===== src/rtl/jeff_byte_serializer.sv =====
// jeff_byte_serializer: framed parallel-in serial-out transmitter.
// Ports: clk, rst_bar (async low), load_en_bar, d[WIDTH] in;
//        ready, busy, sout (idles high), done (1-cycle pulse) out.
module jeff_byte_serializer #(
   parameter int WIDTH      = 8,
   parameter int BIT_CYCLES = 4
) (
   input  logic             clk,
   input  logic             rst_bar,
   input  logic             load_en_bar,
   input  logic [WIDTH-1:0] d,
   output logic             ready,
   output logic             busy,
   output logic             sout,
   output logic             done
);

   localparam int BW = $clog2(WIDTH + 1);

   localparam logic [1:0] IDLE  = 2'd0;
   localparam logic [1:0] START = 2'd1;
   localparam logic [1:0] DATA  = 2'd2;
   localparam logic [1:0] STOP  = 2'd3;

   localparam logic [7:0]    CYC_LAST = 8'(BIT_CYCLES - 1);
   localparam logic [BW-1:0] BIT_LAST = BW'(WIDTH - 1);

   logic [1:0]       state;
   logic [WIDTH-1:0] shreg;
   logic [BW-1:0]    bit_cnt;
   logic [7:0]       cyc_cnt;
   logic             cyc_end;

   assign cyc_end = (cyc_cnt == CYC_LAST);

   always_ff @(posedge clk or negedge rst_bar) begin
      if (!rst_bar) begin
         state   <= IDLE;
         shreg   <= '0;
         bit_cnt <= '0;
         cyc_cnt <= '0;
         done    <= 1'b0;
      end else begin
         done <= 1'b0;
         unique case (state)
            IDLE: begin
               if (!load_en_bar) begin
                  shreg   <= d;
                  cyc_cnt <= '0;
                  state   <= START;
               end
            end
            START: begin
               if (cyc_end) begin
                  cyc_cnt <= '0;
                  bit_cnt <= '0;
                  state   <= DATA;
               end else begin
                  cyc_cnt <= cyc_cnt + 8'd1;
               end
            end
            DATA: begin
               if (cyc_end) begin
                  cyc_cnt <= '0;
                  shreg   <= shreg >> 1;
                  bit_cnt <= bit_cnt + BW'(1);
                  // last data bit has just finished its slot
                  if (bit_cnt == BIT_LAST)
                     state <= STOP;
               end else begin
                  cyc_cnt <= cyc_cnt + 8'd1;
               end
            end
            STOP: begin
               if (cyc_end) begin
                  cyc_cnt <= '0;
                  state   <= IDLE;
                  // lands in the first IDLE cycle, which is also
                  // the cycle where a back-to-back load is taken
                  done    <= 1'b1;
               end else begin
                  cyc_cnt <= cyc_cnt + 8'd1;
               end
            end
            default: state <= IDLE;
         endcase
      end
   end

   // decoded from registers only, so reset forces the line high at once
   always_comb begin
      sout = 1'b1;
      unique case (state)
         START:   sout = 1'b0;
         DATA:    sout = shreg[0];
         default: sout = 1'b1;
      endcase
   end

   assign ready = (state == IDLE);
   assign busy  = ~ready;

endmodule


===== config.mk =====
export PLATFORM = sky130hd
export DESIGN_NAME = jeff_byte_serializer
export DESIGN_NICKNAME = d
export VERILOG_FILES = /design/src/rtl/jeff_byte_serializer.sv
export SDC_FILE = /design/constraint.sdc
export NUM_CORES = 1
export LEC_CHECK = 0
export CAP_MARGIN = 20
export CORE_AREA = 4 4 58 60
export DETAILED_ROUTE_END_ITERATION = 7
export DIE_AREA = 0 0 62 64
export SKIP_LAST_GASP = 1
export SYNTH_ARGS = -nofsm -noshare
export SYNTH_HDL_FRONTEND = slang
export SYNTH_SLANG_ARGS = --single-unit

===== constraint.sdc =====
create_clock -name clk -period 3.71 [get_ports clk]
set_input_delay 0.742 -clock clk [delete_from_list [all_inputs] [get_ports clk]]
set_output_delay 0.742 -clock clk [all_outputs]
set_load 0.05 [all_outputs]

# After elaboration in Yosys (flattened, before gate mapping)
# Cells that the tools add are included.
dict set report op_classes {
  div_mod_pow 0
  mux 18
  mul 0
  shift 0
  addsub 2
  n_reduce_logical 7
  n_lt_le_gt_ge 0
  n_eq_ne 10
  n_bitwise 1
}
# cell count
set ops {}
lappend ops {{$mux W8} 4}
lappend ops {{$pmux W8 S2} 2}
lappend ops {{$mux W2} 5}
lappend ops {{$ne A2 B2 Y1 const B} 5}
lappend ops {{$add A8 B1 Y8 const B} 1}
lappend ops {{$eq A8 B2 Y1 const B} 1}
lappend ops {{$mux W4} 2}
lappend ops {{$pmux W2 S4} 1}
lappend ops {{$pmux W4 S2} 1}
lappend ops {{$reduce_and A3 Y1} 2}
lappend ops {{$reduce_and A5 Y1} 1}
lappend ops {{$add A4 B1 Y4 const B} 1}
lappend ops {{$eq A2 B2 Y1 const B} 2}
lappend ops {{$eq A4 B3 Y1 const B} 1}
lappend ops {{$reduce_bool A2 Y1} 2}
lappend ops {{$reduce_or A3 Y1} 1}
lappend ops {{$eq A2 B1 Y1 const B} 1}
lappend ops {{$logic_not A2 Y1} 1}
lappend ops {{$mux W1} 2}
lappend ops {{$pmux W1 S2} 1}
lappend ops {{$not A1 Y1} 1}
dict set report totals {
  output_inout_bits 4
  ram_bits 0
  elab_cells 43
  mem_count 0
  rom_bits 0
  reg_bits 23
  latchBits 0
}

# Logic depth before layout (Yosys ltp)
# Gate-level depths: netlist of run 1.
dict set report logic_depth {
  depth_word 4
  mapped_depth 7
}

# Least setup slack after synthesis of run 1
# No wires, ideal clock.
dict set report synth_timing {
  kind {register to output}
  start {register state[0]}
  end {output busy}
  setup_slack_ns 1.432
  arrival_time_ns 1.536
  required_ns 2.968
  path_buffers 1
  stages_incl_launch_ff 5
  path_cell_list {dfrtp_1 > inv_1 > ha_1 > clkbuf_1 > inv_1}
}
dict set report synth_between {
  elab_chain_cells 2
}
# item line_no
set synth_lines {}
lappend synth_lines {{from (decl)} 28} ;# logic [1:0] state;
lappend synth_lines {{from (signal assigned)} 38} ;# state <= IDLE;
lappend synth_lines {{from (signal assigned)} 50} ;# state <= START;
lappend synth_lines {{from (signal assigned)} 57} ;# state <= DATA;
lappend synth_lines {{$logic_not A2 Y1} 100} ;# assign ready = (state == IDLE);
lappend synth_lines {{named net ready} 12} ;# output logic ready,
lappend synth_lines {{$not A1 Y1} 101} ;# assign busy = ~ready;
lappend synth_lines {{to (decl)} 13} ;# output logic busy,
# The timed path passes the listed nets, and every way through them passes these cells.

# Final worst setup path of run 1
dict set report layout_timing {
  start {register state[0]}
  end {output sout}
}
dict set report layout_between {
  elab_chain_cells 2
  word_cells_on_any_way 3
  classes_between {eq/ne: 2; mux: 1}
}
# item line_no
set layout_lines {}
lappend layout_lines {{$eq A2 B2 Y1 / $eq A2 B1 Y1 (equally long branches)} 93} ;# unique case (state)
lappend layout_lines {{$pmux W1 S2 (*)} 93}
lappend layout_lines {{to (decl)} 14} ;# output logic sout,
# Mark *: on every way between the ends. The rest lies on a longest branch, timed or not.

==> key figures, run 1 <==
Status
  – Outcome: finished clean

CTS
  – Max clock buf depth: 2
  – Clock Latency Late Sink: 310 ps
  – Clock-pin slew on the worst setup and hold paths: 120 ps
  – Clk sinks: 23
  – H-tree depth: 1
  – Clk root buf: clkbuf_4
  – Post_cts resized: 0
  – CTS tree: yes
  – Cts hold-fix bufs: 0
  – Setup bufs post-CTS: 0
  – CTS buffer count: 3

Global route
  – First-pass GRT wire length: 4.49 mm
  – Largest net degree at the start of global routing: 24
  – Tot GR Track Use: 0.149
  – Grt total ovfl: 0
  – Antenna violations before repair: 0
  – Vias in the first global route: about 1000

Power and ir drop
  – Sw Share: 0.212
  – Peak VDD IR: between 0.0002 and 0.0003 V
  – LEAKAGE: approximately 0.63 nW
  – P_sw: between 80 and 90 uW
  – Seq pwr share: 0.651
  – Clock power share: 0.302
  – P_int: between 300 and 400 uW
  – Pwr/cell area: 265 nW/um2
  – Comb pwr share: 0.047

STA
  – Final setup fails: 0
  – Fin crit period: 3300 ps
  – Max Transition Viols Final: 0
  – Setup_tns: 0 ps
  – Tcrit/Tclk final: 0.889
  – Worst clock skew: 3.10 ps
  – Slew @ Worst Pin: 663 ps
  – Slew HR: 0.558
  – RSZ-0062 raised after global routing: no
  – Max frequency: 303 MHz
  – Fin. Hold Viols: 0

Route
  – 1st-iter DRT viols: 44
  – DR WL/cell: 15.0 um
  – Wirelength, routed: approximately 2.6 mm
  – Vias per cell: 5.83
  – Via count: 1009
  – Pre-antenna DRT Iters: 6
  – Drt drc: 0
  – Post-route antenna net violation count: 0

Synth
  – Mapped Cells: 124
  – Post-synthesis mux area share: 0.00905
  – Number of distinct library cells after synthesis: 34
  – Register area share after synthesis: 0.462
  – Syn Nets: around 140
  – Adder-cell share of the synthesized area: 0.0704
  – Yosys top cell area share: 0.462
  – Yosys reg bits: 23
  – Mapped cell area: 1240 um2
  – Synth Warn #: 0
  – Largest area contributor in the netlist: dfrtp_1
  – Synth Area in XOR/XNOR: 0.00704
  – Post-Synth Simple-Gate Area: 0.220
  – Mean Syn Cell Area: 10.0 um2
  – Main area contributors after synthesis: dfrtp_1 (46%), ha_1 (7.0%), o21ai_0 (6.0%), o221a_2 (5.4%), nand3_1 (4.4%)
  – Synth Area in Compound Gates: 0.204
  – Largest family of logic cells by synthesized area: simple AND/OR/NAND/NOR gates

Cells and area
  – Core Util, Final: 0.497
  – Storage cell area: 576 um2
  – N_diodes: 0
  – Area growth syn-to-layout: 17.0%
  – Layout cells sized above 1: 0.107
  – Multi-input gate area: 636 um2
  – Fill cells: 281
  – Fin nets: 159

Setup path
  – Reg2reg setup slack: 1550 ps
  – Top delay family on crit path: buffers and inverters
  – Number of buffers and inverters on the critical path: 2
  – Crit path required time: just under 3000 ps
  – Worst path cell trace: inv_1 > ha_1 > nor2_1 > a21o_1 > clkdlybuf4s50_1
  – Crit-path max FO: 23
  – WS Path Type: register to output port
  – CP max stage cell: clkdlybuf4s50_1
  – CP Capture Type: output port
  – CP startpoint kind: register
  – Worst path arrival time: 2560 ps
  – Worst stage delay on the critical path: between 600 and 700 ps

Floorplanning
  – Die area: 3970 um2
  – Die X: 62 um
  – Die height: 64 um
  – Starting Density: 0.425
  – Row count: 20
  – Core ar.: 2930 um2
  – I/O pin count: 15

Placed design
  – GP Congestion: 0.813
  – Hpwl dp: 1.86 mm
  – Port Buffer Count: 14

Hold path
  – Worst Hold Class: register to register

Run
  – Max Cap Viol: 0
[sequential cells by signal (all words and copies together), names as in the netlist]
name,count
cyc_cnt,8
shreg,8
done,1
state,2
bit_cnt,4
[cells in the final DEF (no fill, tap or decap), drive strengths merged, types with 2 or more instances in the layout]
cell type       n
a21o            4
and3            3
clkbuf          4
clkdlybuf4s50  14
dfrtp          23
ha              7
inv             6
nand2           5
nand3          11
nor2            6
nor3            3
nor4            3
o211ai          2
o21ai          16
o221a           6
or3             9
[power groups by stage]
stage / registers, mW / logic [mW] / clock network [mW]
2_1_floorplan: 0.256 / 0.000556 / 0
3_3_place_gp: 0.255 / 0.0169 / 0
3_5_place_dp: 0.255 / 0.0169 / 0
4_1_cts: 0.251 / 0.0172 / 0.123
5_1_grt: 0.251 / 0.0202 / 0.137
6_report: 0.251 / 0.0182 / 0.116
[synthesized netlist by cell type (all sizes together)]
cell type,number
o2bb2ai,1
or4b,1
nand2,5
and3,3
a21boi,1
and2,1
or4,1
nand2b,1
nand3b,1
a22o,1
mux2,1
nand4,1
clkbuf,3
nand4b,1
nor3,3
or3,9
a21o,4
dfrtp,23
xor2,1
a21oi,1
o211ai,2
nor3b,1
ha,7
nand3,11
inv,6
nor4,3
a31oi,1
o22a,1
o31ai,1
o21ai,16
o221a,6
nor2,6
[kinds of logic after synthesis]
kind of cell | after synthesis
simple gates | 48
compound gates | 35
flops | 23
buf+inv | 9
fa+ha+maj | 7
xor+xnor | 1
mux | 1
[worst paths after layout]
kind | from | end | cells after the start
hold / removal | shreg[0]$_DFFE_PN0P_ | shreg[0]$_DFFE_PN0P_ | 1
setup reg to reg | state[0]$_DFFE_PN0P_ | shreg[3]$_DFFE_PN0P_ | 6
hold reg to reg | shreg[0]$_DFFE_PN0P_ | shreg[0]$_DFFE_PN0P_ | 1
max in group asynchronous | rst_bar | cyc_cnt[6]$_DFFE_PN0P_ | 2
min in group asynchronous | rst_bar | bit_cnt[2]$_DFFE_PN0P_ | 1
setup / recovery | state[0]$_DFFE_PN0P_ | sout | 5
[stage by stage]
| stage | power (mW) | worst slack [ps] | instance area, um2 | hold WS (ps) | cells |
|---|---|---|---|---|---|
| CTS | 0.391 | 400 | 1440 | 532 | 172 |
| finish | 0.385 | 412 | 1460 | 526 | 173 |
| floorplan | 0.256 | 1430 | 1240 | 446 | 124 |
| global route | 0.408 | 181 | 1460 | 555 | 173 |
| global placement | 0.272 | 863 | 1420 | 501 | 168 |
| detailed placement | 0.272 | 755 | 1420 | 500 | 168 |
[per-layer routing]
layer  vias up  global-route usage  part of all wire
li1        499                   -                 -
met1       474               0.204              0.45
met2        32               0.220              0.47
met3         4              0.0505             0.070
met4         0              0.0371             0.013
met5         -                   0                 0
[layout make-up]
cell class | count | area share
clock buffer | 4 | 0.0180
inverter | 6 | 0.0155
multi-input combinational | 92 | 0.436
sequential | 23 | 0.395
tap | 33 | 0.0284
timing repair buffer | 15 | 0.107
No activity file was read; power rests on OpenSTA's default activity.
==> run 2: changes to the inputs <==
--- a/config.mk
+++ b/config.mk
@@ -6,9 +6,10 @@
 export NUM_CORES = 1
 export LEC_CHECK = 0
 export CAP_MARGIN = 20
-export CORE_AREA = 4 4 58 60
+export CORE_AREA = 4 4 61 63
+export CTS_CLUSTER_DIAMETER = 200
 export DETAILED_ROUTE_END_ITERATION = 7
-export DIE_AREA = 0 0 62 64
+export DIE_AREA = 0 0 65 67
 export SKIP_LAST_GASP = 1
 export SYNTH_ARGS = -nofsm -noshare
 export SYNTH_HDL_FRONTEND = slang
==> run 2 against run 1 <==
Clock skew hardly changed. Clock-buffer cell count stayed put. Critical path depth stayed put. Setup slack better by 320 ps. Die area is 9.8% higher. Critical path type unchanged. Critical endpoint unchanged. Highest routed layer unchanged.
==> key figures, run 2 (synthesis results as in run 1) <==
Status
  – Outcome: finished clean (unchanged)

Setup path
  – R2R cell count: 6 (unchanged)
  – Worst path arrival time: 2240 ps (was 2560 ps)
  – Worst path cell trace: inv_1 > ha_1 > nor2_1 > a21o_1 > clkdlybuf4s50_1 (unchanged)
  – Crit-path max FO: 7 (was 23)
  – Worst stage delay on the critical path: 790 ps (was 690 ps)
  – CP Capture Type: output port (unchanged)
  – CP max stage cell: clkdlybuf4s50_1 (unchanged)
  – CP startpoint kind: register (unchanged)
  – R2R Path Start: state[1]$_DFFE_PN0P_ (was state[0]$_DFFE_PN0P_)
  – Crit path required time: 2970 ps (about the same)
  – WS Path Type: register to output port (unchanged)
  – Reg2reg setup slack: 1480 ps (was 1550 ps)
  – RR Endpoint: shreg[2]$_DFFE_PN0P_ (was shreg[3]$_DFFE_PN0P_)

Placed design
  – Placed Cells incl. Taps: 182 (was 168)
  – Area after DPL: 1440 um2 (was 1420 um2)
  – Hpwl dp: 1.90 mm (was 1.86 mm)
  – Dpl ws: 1080 ps (was 755 ps)
  – Port Buffer Count: 14 (unchanged)
  – GP Congestion: 0.865 (was 0.813)

Floorplanning
  – Die area: 4360 um2 (was 3970 um2)
  – Die height: 67 um (was 64 um)
  – Starting Density: 0.385 (was 0.425)
  – Core ar.: 3230 um2 (was 2930 um2)
  – I/O pin count: 15 (unchanged)
  – Row count: 21 (was 20)
  – Die X: 65 um (was 62 um)

Route
  – Post-route antenna net violation count: 0 (unchanged)
  – Pre-antenna DRT Iters: 4 (was 6)
  – Wirelength, routed: 2.73 mm (was 2.60 mm)
  – 1st-iter DRT viols: 60 (was 44)
  – DR WL/cell: 14.6 um (was 15.0 um)
  – Drt drc: 0 (unchanged)
  – Via count: 1036 (was 1009)
  – Vias per cell: 5.54 (was 5.83)

Cells and area
  – N_diodes: 0 (unchanged)
  – Fin nets: 160 (was 159)
  – Layout cells sized above 1: 0.113 (was 0.107)
  – Top flop regs: cyc_cnt x8, shreg x8, bit_cnt x4 (unchanged)
  – Final Non-Filler Cells: 187 (was 173)
  – Commonest non-fill, non-tap cell in the layout: dfrtp_1 (unchanged)
  – Area growth syn-to-layout: 18.9% (was 17.0%)
  – Commonest non-fill, non-tap cells in the layout: dfrtp_1 (23), o21ai_0 (15), clkdlybuf4s50_1 (14) (unchanged)
  – Cell area after layout: 1480 um2 (was 1460 um2)

Global route
  – Antenna violations before repair: 0 (unchanged)
  – Largest net degree at the start of global routing: 24 (unchanged)
  – Grt total ovfl: 0 (unchanged)
  – First-pass GRT wire length: 4.71 mm (was 4.49 mm)
  – Tot GR Track Use: 0.138 (was 0.149)
  – Vias in the first global route: 1046 (was 999)

STA
  – Fin. Hold Viols: 0 (unchanged)
  – RSZ-0062 raised after global routing: no (unchanged)
  – Fin crit period: 2980 ps (was 3300 ps)
  – Slew @ Worst Pin: 621 ps (was 663 ps)
  – Final setup fails: 0 (unchanged)
  – Slew HR: 0.585 (was 0.558)
  – Max Transition Viols Final: 0 (unchanged)
  – Worst clock skew: 3.29 ps (was 3.10 ps)
  – Setup_tns: 0 ps (unchanged)
  – Tcrit/Tclk final: 0.803 (was 0.889)
  – Setup WS post-layout: 730 ps (was 412 ps)
  – Max frequency: 336 MHz (was 303 MHz)

CTS
  – CTS tree: yes (unchanged)
  – Cts hold-fix bufs: 0 (unchanged)
  – H-tree depth: 1 (unchanged)
  – Clock-pin slew on the worst setup and hold paths: 120 ps (about the same)
  – Setup bufs post-CTS: 0 (unchanged)
  – CTS buffer count: 3 (unchanged)
  – Max clock buf depth: 2 (unchanged)
  – Clock Latency Late Sink: 300 ps (was 310 ps)
  – Clk root buf: clkbuf_4 (unchanged)
  – Post_cts resized: 0 (unchanged)
  – Clk sinks: 23 (unchanged)

Run
  – Max Cap Viol: 0 (unchanged)

Power and ir drop
  – Peak VDD IR: 0.000131 V (was 0.000263 V)
  – LEAKAGE: 0.633 nW (was 0.627 nW)
  – Pwr/cell area: 259 nW/um2 (was 265 nW/um2)

Hold path
  – Hold worst-path end: shreg[7]$_DFFE_PN0P_ (was shreg[0]$_DFFE_PN0P_)
  – HP Start: shreg[7]$_DFFE_PN0P_ (was shreg[0]$_DFFE_PN0P_)
  – Hold depth: 2 (was 1)
  – Worst Hold Class: register to register (unchanged)
run 2: per-layer routing:
| layer | wire (um) | track usage | vias up |
|---|---|---|---|
| met3 | 130 | 0.0304 | 2 |
| met4 | 13 | 0.0528 | 0 |
| met2 | 1270 | 0.215 | 23 |
| met5 | 0 | 0 | - |
| met1 | 1320 | 0.185 | 507 |
| li1 | - | - | 504 |
run 2: area by class of cell:
type	instances	area, um2
Timing Repair Buffer	16	163
Tap cell	46	57.6
Inverter	6	22.5
Clock buffer	4	26.3
Multi-Input combinational cell	92	636
Sequential cell	23	576
Fill cell	323	1750
run 2: critical path: cells and delay by family (launching register included):
family | cells | cell delay, ps
buffers and inverters | 2 | 880
DFF | 1 | 390
adders and majority gates | 1 | 280
AOI/OAI and AO/OA | 1 | 130
and+or+nand+nor | 1 | 250
run 2: worst max-delay path by stage:
| stage | startpoint | endpoint | slack [ps] | depth (start not counted) |
|---|---|---|---|---|
| after CTS | state[0]$_DFFE_PN0P_ | sout | 720 | 5 |
| final | state[0]$_DFFE_PN0P_ | sout | 730 | 5 |
| after floorplan | state[0]$_DFFE_PN0P_ | busy | 1430 | 4 |
| after global placement | state[0]$_DFFE_PN0P_ | sout | 1130 | 5 |
| after global routing | state[0]$_DFFE_PN0P_ | sout | 600 | 5 |
| after detailed placement | state[0]$_DFFE_PN0P_ | sout | 1080 | 5 |
run 2: through the flow:
stage               hold WS (ps)  utilization  total power [mW]
finish                       525        0.458             0.383
global route                 554        0.458             0.402
CTS                          527        0.453             0.388
detailed placement           508        0.445             0.272
global placement             501        0.445             0.272
floorplan                    446            -             0.256
run 2: where the power goes:
part | internal, mW | total, mW | switching [mW]
clock network | 0.0419 | 0.114 | 0.0724
logic | 0.0109 | 0.0180 | 0.00717
registers | 0.251 | 0.251 | 0
total | 0.303 | 0.383 | 0.0795
